<file path="src/rtl/csm_dual_port.sv">
// csm_dual_port: 4x8 dual-port shared memory with per-address hold locks.
// Same-address collisions are arbitrated by a toggling priority pointer.
module csm_dual_port #(
    parameter int DATA_W = 8,
    parameter int ADDR_W = 2
) (
    input  logic                   clk,
    input  logic                   reset,
    input  logic                   a_req,
    input  logic [2:0]             a_op,
    input  logic [ADDR_W-1:0]      a_addr,
    input  logic [DATA_W-1:0]      a_wdata,
    output logic                   a_ack,
    output logic [DATA_W-1:0]      a_rdata,
    output logic [1:0]             a_err,
    input  logic                   b_req,
    input  logic [2:0]             b_op,
    input  logic [ADDR_W-1:0]      b_addr,
    input  logic [DATA_W-1:0]      b_wdata,
    output logic                   b_ack,
    output logic [DATA_W-1:0]      b_rdata,
    output logic [1:0]             b_err,
    output logic [2**ADDR_W-1:0]   lock_a,
    output logic [2**ADDR_W-1:0]   lock_b
);
    localparam int DEPTH = 2**ADDR_W;

    localparam logic [2:0] OP_NOP  = 3'd0;
    localparam logic [2:0] OP_RD   = 3'd1;
    localparam logic [2:0] OP_WR   = 3'd2;
    localparam logic [2:0] OP_HOLD = 3'd3;
    localparam logic [2:0] OP_REL  = 3'd4;

    localparam logic [1:0] E_OK   = 2'd0;
    localparam logic [1:0] E_LOCK = 2'd1;
    localparam logic [1:0] E_COLL = 2'd2;
    localparam logic [1:0] E_ILL  = 2'd3;

    logic [DATA_W-1:0] mem_q [DEPTH];
    logic [DATA_W-1:0] mem_d [DEPTH];
    logic [DEPTH-1:0]  lock_a_d;
    logic [DEPTH-1:0]  lock_b_d;
    logic              prio_q;
    logic              prio_d;
    logic              a_ack_d;
    logic              b_ack_d;
    logic [1:0]        a_err_d;
    logic [1:0]        b_err_d;
    logic [DATA_W-1:0] a_rdata_d;
    logic [DATA_W-1:0] b_rdata_d;

    logic same;
    logic a_mem;
    logic b_mem;
    logic a_rw;
    logic b_rw;
    logic rw_pair;
    logic conflict;

    // read+read and read+write on one address coexist; anything else mutating collides
    assign same     = a_req && b_req && (a_addr == b_addr);
    assign a_mem    = (a_op >= OP_RD) && (a_op <= OP_REL);
    assign b_mem    = (b_op >= OP_RD) && (b_op <= OP_REL);
    assign a_rw     = (a_op == OP_RD) || (a_op == OP_WR);
    assign b_rw     = (b_op == OP_RD) || (b_op == OP_WR);
    assign rw_pair  = a_rw && b_rw && !((a_op == OP_WR) && (b_op == OP_WR));
    assign conflict = same && a_mem && b_mem && !rw_pair;

    always_comb begin
        mem_d     = mem_q;
        lock_a_d  = lock_a;
        lock_b_d  = lock_b;
        prio_d    = conflict ? ~prio_q : prio_q;
        a_ack_d   = a_req;
        b_ack_d   = b_req;
        a_err_d   = E_OK;
        b_err_d   = E_OK;
        a_rdata_d = '0;
        b_rdata_d = '0;

        if (a_req) begin
            if (conflict && prio_q) begin
                a_err_d = E_COLL;
            end else begin
                unique case (a_op)
                    OP_NOP: begin end
                    OP_RD: begin
                        if (lock_b[a_addr]) a_err_d = E_LOCK;
                        else a_rdata_d = mem_q[a_addr];
                    end
                    OP_WR: begin
                        if (lock_b[a_addr]) a_err_d = E_LOCK;
                        else mem_d[a_addr] = a_wdata;
                    end
                    OP_HOLD: begin
                        if (lock_b[a_addr]) a_err_d = E_LOCK;
                        else lock_a_d[a_addr] = 1'b1;
                    end
                    OP_REL: begin
                        if (lock_a[a_addr]) lock_a_d[a_addr] = 1'b0;
                        else a_err_d = E_ILL;
                    end
                    default: a_err_d = E_ILL;
                endcase
            end
        end

        if (b_req) begin
            if (conflict && !prio_q) begin
                b_err_d = E_COLL;
            end else begin
                unique case (b_op)
                    OP_NOP: begin end
                    OP_RD: begin
                        if (lock_a[b_addr]) b_err_d = E_LOCK;
                        else b_rdata_d = mem_q[b_addr];
                    end
                    OP_WR: begin
                        if (lock_a[b_addr]) b_err_d = E_LOCK;
                        else mem_d[b_addr] = b_wdata;
                    end
                    OP_HOLD: begin
                        if (lock_a[b_addr]) b_err_d = E_LOCK;
                        else lock_b_d[b_addr] = 1'b1;
                    end
                    OP_REL: begin
                        if (lock_b[b_addr]) lock_b_d[b_addr] = 1'b0;
                        else b_err_d = E_ILL;
                    end
                    default: b_err_d = E_ILL;
                endcase
            end
        end
    end

    always_ff @(posedge clk) begin
        if (reset) begin
            for (int i = 0; i < DEPTH; i++) mem_q[i] <= '0;
            lock_a  <= '0;
            lock_b  <= '0;
            prio_q  <= 1'b0;
            a_ack   <= 1'b0;
            b_ack   <= 1'b0;
            a_err   <= E_OK;
            b_err   <= E_OK;
            a_rdata <= '0;
            b_rdata <= '0;
        end else begin
            mem_q   <= mem_d;
            lock_a  <= lock_a_d;
            lock_b  <= lock_b_d;
            prio_q  <= prio_d;
            a_ack   <= a_ack_d;
            b_ack   <= b_ack_d;
            a_err   <= a_err_d;
            b_err   <= b_err_d;
            a_rdata <= a_rdata_d;
            b_rdata <= b_rdata_d;
        end
    end
endmodule

</file>
<file path="config.mk">
export PLATFORM = sky130hd
export DESIGN_NAME = csm_dual_port
export DESIGN_NICKNAME = d
export VERILOG_FILES = /design/src/rtl/csm_dual_port.sv
export SDC_FILE = /design/constraint.sdc
export NUM_CORES = 1
export LEC_CHECK = 0
export ABC_AREA = 0
export CAP_MARGIN = 25
export CORE_UTILIZATION = 50
export CTS_BUF_LIST = sky130_fd_sc_hd__clkbuf_8
export DETAILED_ROUTE_END_ITERATION = 12
export PLACE_DENSITY_LB_ADDON = 0.12
export SETUP_SLACK_MARGIN = 0.05
export SLEW_MARGIN = 20
export SYNTH_ARGS = -nofsm -noshare
export SYNTH_HDL_FRONTEND = slang
export SYNTH_SLANG_ARGS = --single-unit
</file>
<file path="constraint.sdc">
create_clock -name clk -period 3.3 [get_ports clk]
set_input_delay 0.825 -clock clk [delete_from_list [all_inputs] [get_ports clk]]
set_output_delay 0.825 -clock clk [all_outputs]
set_load 0.01 [all_outputs]
</file>
-- Word level (Yosys, flattened, before mapping)
Cells that the tools add are included.
- $lt $le $gt $ge: 12
- bitwise logic cells: 15
- multiplexer cells: 46
- equal/unequal tests: 13
- reduce and logical (&&, ||, !) cells: 35
- operators by type and width (cell ; count):
    32-bit 2-to-1 mux ; 8
    32-bit bitwise mux ; 2
    8-bit 2-to-1 mux ; 6
    8-bit binary-select mux with 2-bit select ; 2
    8-bit demux with 2-bit select ; 2
    1-bit logical AND ; 16
    4-bit 2-to-1 mux ; 4
    4-bit one-hot mux with 2 select lines ; 2
    3-bit by 2-bit equality test with 1-bit output (second input constant) ; 4
    2-bit one-hot mux with 3 select lines ; 2
    3-bit OR reduction ; 4
    5-bit AND reduction ; 2
    5-bit OR reduction ; 2
    4-bit AND ; 2
    1-bit binary-select mux with 2-bit select ; 4
    1-bit 2-to-1 mux ; 8
    2-bit 2-to-1 mux ; 4
    2-bit != test (second input constant) ; 4
    4-bit inverter ; 2
    4-bit bitwise OR ; 2
    1-bit inverter ; 7
    3-bit by 1-bit equality test with 1-bit output (second input constant) ; 2
    3-bit equality test (second input constant) ; 2
    3-bit by 1-bit >= comparator with 1-bit output (second input constant) ; 2
    other kinds (13) ; 26
- output and inout bits: 30
- logic and storage cells: 136
- input bits: 30
- flip-flop bits (word level): 63

-- Logic depth before layout (Yosys ltp)
Gate-level depths: netlist (run 1).
- depth in word-level cells: 15
- mapped depth: 9
- depth with buffers taken out: 5

-- Least setup slack after synthesis (run 1)
OpenSTA, ideal clock, no wires.
- kind: input -> register
- start: in b_addr[0]
- end: reg mem_q[31] (netlist name)
- path buffers: 2
- setup slack: 0.631 ns
- required time: 3.209 ns
- setup time: 0.091 ns
- data arrival time: 2.578 ns
- cell stages on the path: 7
- cell sequence: buf_2 -> mux4_2 -> nor4b_4 -> o311ai_4 -> or2_1 -> buf_2 -> a311oi_1
- word-level cells in the longest chain between the ends: 13
- elaborated cells between the ends (all ways): 22
- classes of those cells: 2 x order compare; 1 x eq/ne; 11 x mux; 1 x bitwise; 7 x reduce/logical
- RTL lines (element ; line ; text):
    from (decl) ; 18 ; input logic [ADDR_W-1:0] b_addr,
    branches (longest 12 deep; another with 3-bit >= comparator) ; - ;
    32-bit 2-to-1 mux * ; 108 ; if (b_req) begin
    to (signal assigned) ; 149 ; mem_q <= mem_d;
    to (decl) ; 39 ; logic [DATA_W-1:0] mem_q [DEPTH];
Every way passes the cells marked *. The select of a mux whose other input is x is not followed.
A chain may end at the register's enable or synchronous reset.

-- Worst setup path after layout (run 1)
- start: in a_addr[0]
- end: reg mem_q[25] (netlist name)
- word-level cells in the longest chain between the ends: 15
- elaborated cells between the ends (all ways): 25
- classes of those cells: 2 x order compare; 1 x eq/ne; 14 x mux; 1 x bitwise; 7 x reduce/logical
- RTL lines (element ; line ; text):
    from (decl) ; 11 ; input logic [ADDR_W-1:0] a_addr,
    2-bit inverter with 3-bit output (implied by the code) ; 93 ; else mem_d[a_addr] = a_wdata;
    3-bit >= comparator (implied by the code) or 3-bit by 1-bit less-than comparator with 1-bit output (tied branches) ; 93 ;
    1-bit logical AND (implied by the code) ; 93 ;
    8-bit 2-to-1 mux (implied by the code) ; 93 ;
    8-bit demux with 2-bit select ; 93 ;
    32-bit bitwise mux ; 93 ;
    32-bit 2-to-1 mux ; 92 ; if (lock_b[a_addr]) a_err_d = E_LOCK;
    32-bit 2-to-1 mux ; 85 ; unique case (a_op)
    32-bit 2-to-1 mux ; 82 ; if (conflict && prio_q) begin
    32-bit 2-to-1 mux ; 81 ; if (a_req) begin
    32-bit bitwise mux ; 120 ; else mem_d[b_addr] = b_wdata;
    32-bit 2-to-1 mux ; 119 ; if (lock_a[b_addr]) b_err_d = E_LOCK;
    32-bit 2-to-1 mux ; 112 ; unique case (b_op)
    32-bit 2-to-1 mux ; 109 ; if (conflict && !prio_q) begin
    32-bit 2-to-1 mux * ; 108 ;
Mark *: on every way between the ends. The rest lies on a longest branch, timed or not. The select of a mux whose other input is x is not followed.

==> results.cfg, run 1 <==
[layout]
syn2layout_area_growth_pct = 24.7
antenna_cells = 0
fin_nets = 460
drive_above_1_share = 0.156
fillers = 614

[sta]
finalSetupViolations = 0
max_freq_ghz = 0.337
max_slew_margin = 0.582
worstMarginPinSlew_ns = 0.626
hold_viol = 0
holdWs_ns = 0.479
rsz0062_at_grt = no
period_minus_slack_ns = 2.97
post-route-period-util = 0.900
finClkSkew_ns = 0.00858
maxSlewViolCount = 0
setup_ws_ns = 0.330

[route]
vias = 3528
dr.first_iter.drc_count = 440
drc = 0
vias_per_cell = 6.64
wl_per_cell_um = 19.3
drt_wl_total_mm = 10.3
dr.pass1.iters = 7
ant_nets = 0

[global_route]
grt_pass1_vias = 3131
met2_usage = 0.412
grtUsageTotal = 0.289
grtUsageMet3 = 0.0607
grt.met1_usage = 0.437
grt_max_degree = 57
grt-busiest-layer = met1
antenna_found_initial = 0
grt_pass1_wl_mm = 16.5
grt_overflow = 0

[pwr]
ir_drop_mv = 0.224
leakage_nw = 1.37
pwr_density_cell_nw_per_um2 = 356

[yosys]
syn_avg_cell_area_um2 = 9.50
syn_inst = 379
yosysMostFrequentCell = dfxtp_1
synthTopCellsByArea = dfxtp_1 35%, mux4_2 13%, a311oi_1 7.8%, or4_1 5.2%, o31ai_1 5.0%
synth_fp_nets = 409
seq_area_frac_synth = 0.350
syn_area_um2 = 3600
synth-async-reset-ratio = 0
ys_ff_latch = 63
synthFlopType = dfxtp_1
synth_top_area_frac = 0.350
synth_edf_count = 0
synth_area_leader_cell = dfxtp_1
ys_types = 47
synthTopCellsByCount = 63 x dfxtp_1, 34 x nor3_1, 32 x a311oi_1
yosys_warnings = 0

[worst_setup_path]
r2r_slack_ns = 1.06
cp-startpoint = a_addr[0]
worstPathMaxFanout = 56
reg2reg_depth = 5
slowest_stage = mux4_2
end_kind = flop
cp-start-kind = input port
cp_data_arrival_time_ns = 3.20
crit_chain = clkdlybuf4s50_1 > mux4_2 > a31o_1 > buf_12 > or4_1 > a311oi_1
path_class = in -> reg
max_stage_delay_ns = 0.58
r2r_end = mem_q[25]
critPathRequiredTime_ns = 3.53
crit_end = mem_q[25]

[clock_tree]
cts_sinks = 63
cts_tree = built
clk_path_buf_depth = 2
cts_buffers = 9
clockRootBuffer = clkbuf_8
cts_resized = 0
clk_latency_ns = 0.34
ctsHoldBuffers = 0
cts_setup_buffers = 0
clk_pin_slew_ns = 0.07
cts_max_level = 3

[floorplanning]
die_area_um2 = 7550
fp.dieH_um = 86.9
rows = 30
ios = 60
die_x_um = 86.9
start_util = 0.524
core_area_um2 = 6870

[placement]
pre_cts_slack_ns = -0.00419
place.gp.congestion = 0.864
hpwlAfterDp_mm = 7.01
portBuffers = 59

[run]
drv_cap = 0

[min_path]
hold_class = reg -> reg

[status]
outcome = completed
## worst max-delay path: cells and delay by family
kind	cells	cell delay [ns]
and+or+nand+nor	1	0.47
buffers and inverters	2	0.73
AOI/OAI and AO/OA	2	0.58
muxes	1	0.58
## worst min path at each step
| stage | from | to | slack, ns | cells after the start |
|---|---|---|---|---|
| floorplan | prio_q | prio_q | 0.44 | 2 |
| detailed placement | prio_q | prio_q | 0.47 | 2 |
| CTS | prio_q | prio_q | 0.48 | 2 |
| global route | prio_q | prio_q | 0.51 | 2 |
| global placement | prio_q | prio_q | 0.46 | 2 |
| finish | prio_q | prio_q | 0.48 | 2 |
## layout by cell type (no fill, tap or decap), types with 2 or more instances in the layout
master            n
clkinvlp_4        3
o21ai_0          11
clkdlybuf4s50_1  59
a211oi_1          3
mux4_2           20
or2_1             2
nand2_1          17
or4_1            25
clkinv_2          2
nor3b_1           3
clkinv_4          2
xor2_1            3
clkbuf_8          9
dfxtp_1          63
inv_1             4
nor2_1            6
nor3_1           34
a21oi_1           8
or2_2             2
nand4_1           2
o31ai_1          24
a41oi_1           7
a311oi_1         32
nand3_1          11
o21ba_1           2
a31oi_1           2
nor2b_1          26
and4_1            2
nand2b_1          8
buf_4            24
## layout make-up
type	instances	area, um2	area share
Multi-Input combinational cell	268	2130	0.474
Sequential cell	63	1260	0.281
Timing Repair Buffer	84	791	0.176
Clock buffer	9	124	0.0276
Tap cell	96	120	0.0267
Clock inverter	7	50.0	0.0111
Inverter	4	15.0	0.00334
## kinds of logic after synthesis
group,Yosys count,synth area share
XOR/XNOR,3,0.00730
AND/OR/NAND/NOR,147,0.245
flip-flops,63,0.350
buffers and inverters,48,0.0584
multiplexers,20,0.125
AO/OA/AOI/OAI,98,0.214
## per-layer routing
| layer | vias up | wire [um] |
|---|---|---|
| li1 | 1609 | - |
| met1 | 1682 | 4490 |
| met2 | 225 | 4420 |
| met3 | 12 | 1240 |
| met4 | 0 | 98 |
| met5 | - | 0 |
## stage by stage
stage | TNS (ns) | power (mW) | utilization | cells | cell area (um2)
finish | 0 | 1.60 | 0.654 | 531 | 4490
CTS | 0 | 1.60 | 0.654 | 531 | 4490
detailed placement | -0.00419 | 1.01 | 0.628 | 515 | 4320
global placement | 0 | 1.01 | 0.628 | 515 | 4320
global route | 0 | 1.65 | 0.654 | 531 | 4490
floorplan | 0 | 0.918 | - | 379 | 3600
## power by group
group / internal, mW / switching (mW)
Combinational: 0.0982 / 0.122
Sequential: 0.772 / 0.0101
Clock: 0.271 / 0.323
Total: 1.14 / 0.455
Power figures use the tool's default switching activity.
==> inputs of run 2 (changes only) <==
--- a/config.mk
+++ b/config.mk
@@ -7,9 +7,13 @@
 export LEC_CHECK = 0
 export ABC_AREA = 0
 export CAP_MARGIN = 25
-export CORE_UTILIZATION = 50
+export CELL_PAD_IN_SITES_DETAIL_PLACEMENT = 0
+export CELL_PAD_IN_SITES_GLOBAL_PLACEMENT = 1
+export CORE_MARGIN = 3
+export CORE_UTILIZATION = 42
 export CTS_BUF_LIST = sky130_fd_sc_hd__clkbuf_8
 export DETAILED_ROUTE_END_ITERATION = 12
+export MAX_ROUTING_LAYER = met4
 export PLACE_DENSITY_LB_ADDON = 0.12
 export SETUP_SLACK_MARGIN = 0.05
 export SLEW_MARGIN = 20
==> results.cfg, run 2 (synthesized netlist as in run 1, its figures left out) <==
[status]
outcome = completed

[clock_tree]
clockRootBuffer = clkbuf_8
clk_pin_slew_ns = 0.07
cts_max_level = 3
cts_setup_buffers = 0
clk_path_buf_depth = 2
cts_sinks = 63
ctsHoldBuffers = 0
clk_latency_ns = 0.34
cts_resized = 0
cts_buffers = 9
cts_tree = built

[pwr]
ir_drop_mv = 0.228
leakage_nw = 1.41
p_switching_mw = 0.428
internal-power_mw = 1.33
total_power_mw = 1.76
clockPowerShare = 0.430
pwr-share-seq = 0.445
p_comb_frac = 0.125
switching_share = 0.243
pwr_density_cell_nw_per_um2 = 386

[run]
drv_cap = 0

[floorplanning]
ios = 60
start_util = 0.436
fp.dieH_um = 98.6
rows = 33
die_x_um = 98.6
core_area_um2 = 8260
die_area_um2 = 9720

[route]
vias = 3444
drt_wl_total_mm = 10.4
drc = 0
dr.pass1.iters = 5
ant_nets = 0
dr.first_iter.drc_count = 380
wl_per_cell_um = 19.2
vias_per_cell = 6.38

[worst_setup_path]
max_stage_delay_ns = 0.59
cp-start-kind = input port
path_depth = 6
slowest_stage = mux4_2
reg2reg_depth = 5
r2r_end = mem_q[17]
crit_chain = clkdlybuf4s50_1 > mux4_2 > a31o_1 > buf_12 > or4_1 > a311oi_1
path_class = in -> reg
critPathRequiredTime_ns = 3.54
cp-startpoint = a_addr[0]
end_kind = flop
worstPathMaxFanout = 50
crit_buf_inv = 2
r2r_slack_ns = 1.09
crit_end = mem_q[17]
cp_data_arrival_time_ns = 3.24
critPathTopFamily = buffers and inverters

[placement]
dpl.cell_count = 524
place.gp.congestion = 0.890
portBuffers = 59
hpwlAfterDp_mm = 7.43
pre_cts_slack_ns = -0.0232

[layout]
final_common_cell = dfxtp_1
fin_nets = 460
drive_above_1_share = 0.152
final_cell_mix = 63 x dfxtp_1, 59 x clkdlybuf4s50_1, 34 x nor3_1, 32 x a311oi_1, 26 x nor2b_1
fillers = 760
instances_no_fill = 540
antenna_cells = 0
syn2layout_area_growth_pct = 26.4

[sta]
max_freq_ghz = 0.334
finClkSkew_ns = 0.0115
tns_ns = 0
finalSetupViolations = 0
period_minus_slack_ns = 3.00
maxSlewViolCount = 0
rsz0062_at_grt = no
worstMarginPinSlew_ns = 0.537
setup_ws_ns = 0.305
hold_viol = 0
holdWs_ns = 0.470
max_slew_margin = 0.641
post-route-period-util = 0.908

[global_route]
grt_pass1_vias = 3107
antenna_found_initial = 0
grtUsageTotal = 0.222
grt_pass1_wl_mm = 16.7
grt_overflow = 0
grt_max_degree = 51

[min_path]
hold_class = reg -> reg
[run 2: worst register-to-register path, delay by kind of cell (launching register included)]
kind | cells | cell delay (ns)
mux | 1 | 0.54
buf+inv | 1 | 0.18
simple gates | 1 | 0.54
flops | 1 | 0.34
compound gates | 2 | 0.52
[run 2: power by group through the flow]
stage / clock network, mW / registers, mW / logic [mW]
2_1_floorplan: 0 / 0.798 / 0.120
3_3_place_gp: 0 / 0.799 / 0.215
3_5_place_dp: 0 / 0.799 / 0.216
4_1_cts: 0.763 / 0.782 / 0.217
5_1_grt: 0.798 / 0.784 / 0.236
6_report: 0.757 / 0.783 / 0.220
[run 2: final cells by class]
class                   instances  area (um2)  area share
well taps                     105         131      0.0289
clock inverters                 5        72.6      0.0159
clock buffers                  11         151      0.0333
flip-flops and latches         63        1260       0.277
repair buffers                 84         791       0.174
multi-input cells             268        2130       0.468
inverters                       4        15.0     0.00330
[run 2: routing by layer]
metal	vias to the layer above	GRT usage	wire length, um	part of all wire
met2	177	0.281	4200	0.41
met1	1649	0.346	5150	0.50
met4	0	0.0588	86	0.0083
li1	1610	-	-	-
met5	-	-	0	0
met3	8	0.0531	926	0.089
[run 2: worst min path at each step]
stage / from / end / cells after the start
2_1_floorplan: prio_q / prio_q / 2
3_3_place_gp: prio_q / prio_q / 2
3_5_place_dp: prio_q / prio_q / 2
4_1_cts: prio_q / prio_q / 2
5_1_grt: prio_q / prio_q / 2
6_report: prio_q / prio_q / 2
[run 2: per-stage QoR]
step           area, um2  utilization
2_1_floorplan       3600            -
3_3_place_gp        4330        0.524
3_5_place_dp        4330        0.524
4_1_cts             4550        0.551
5_1_grt             4550        0.551
6_report            4550        0.551
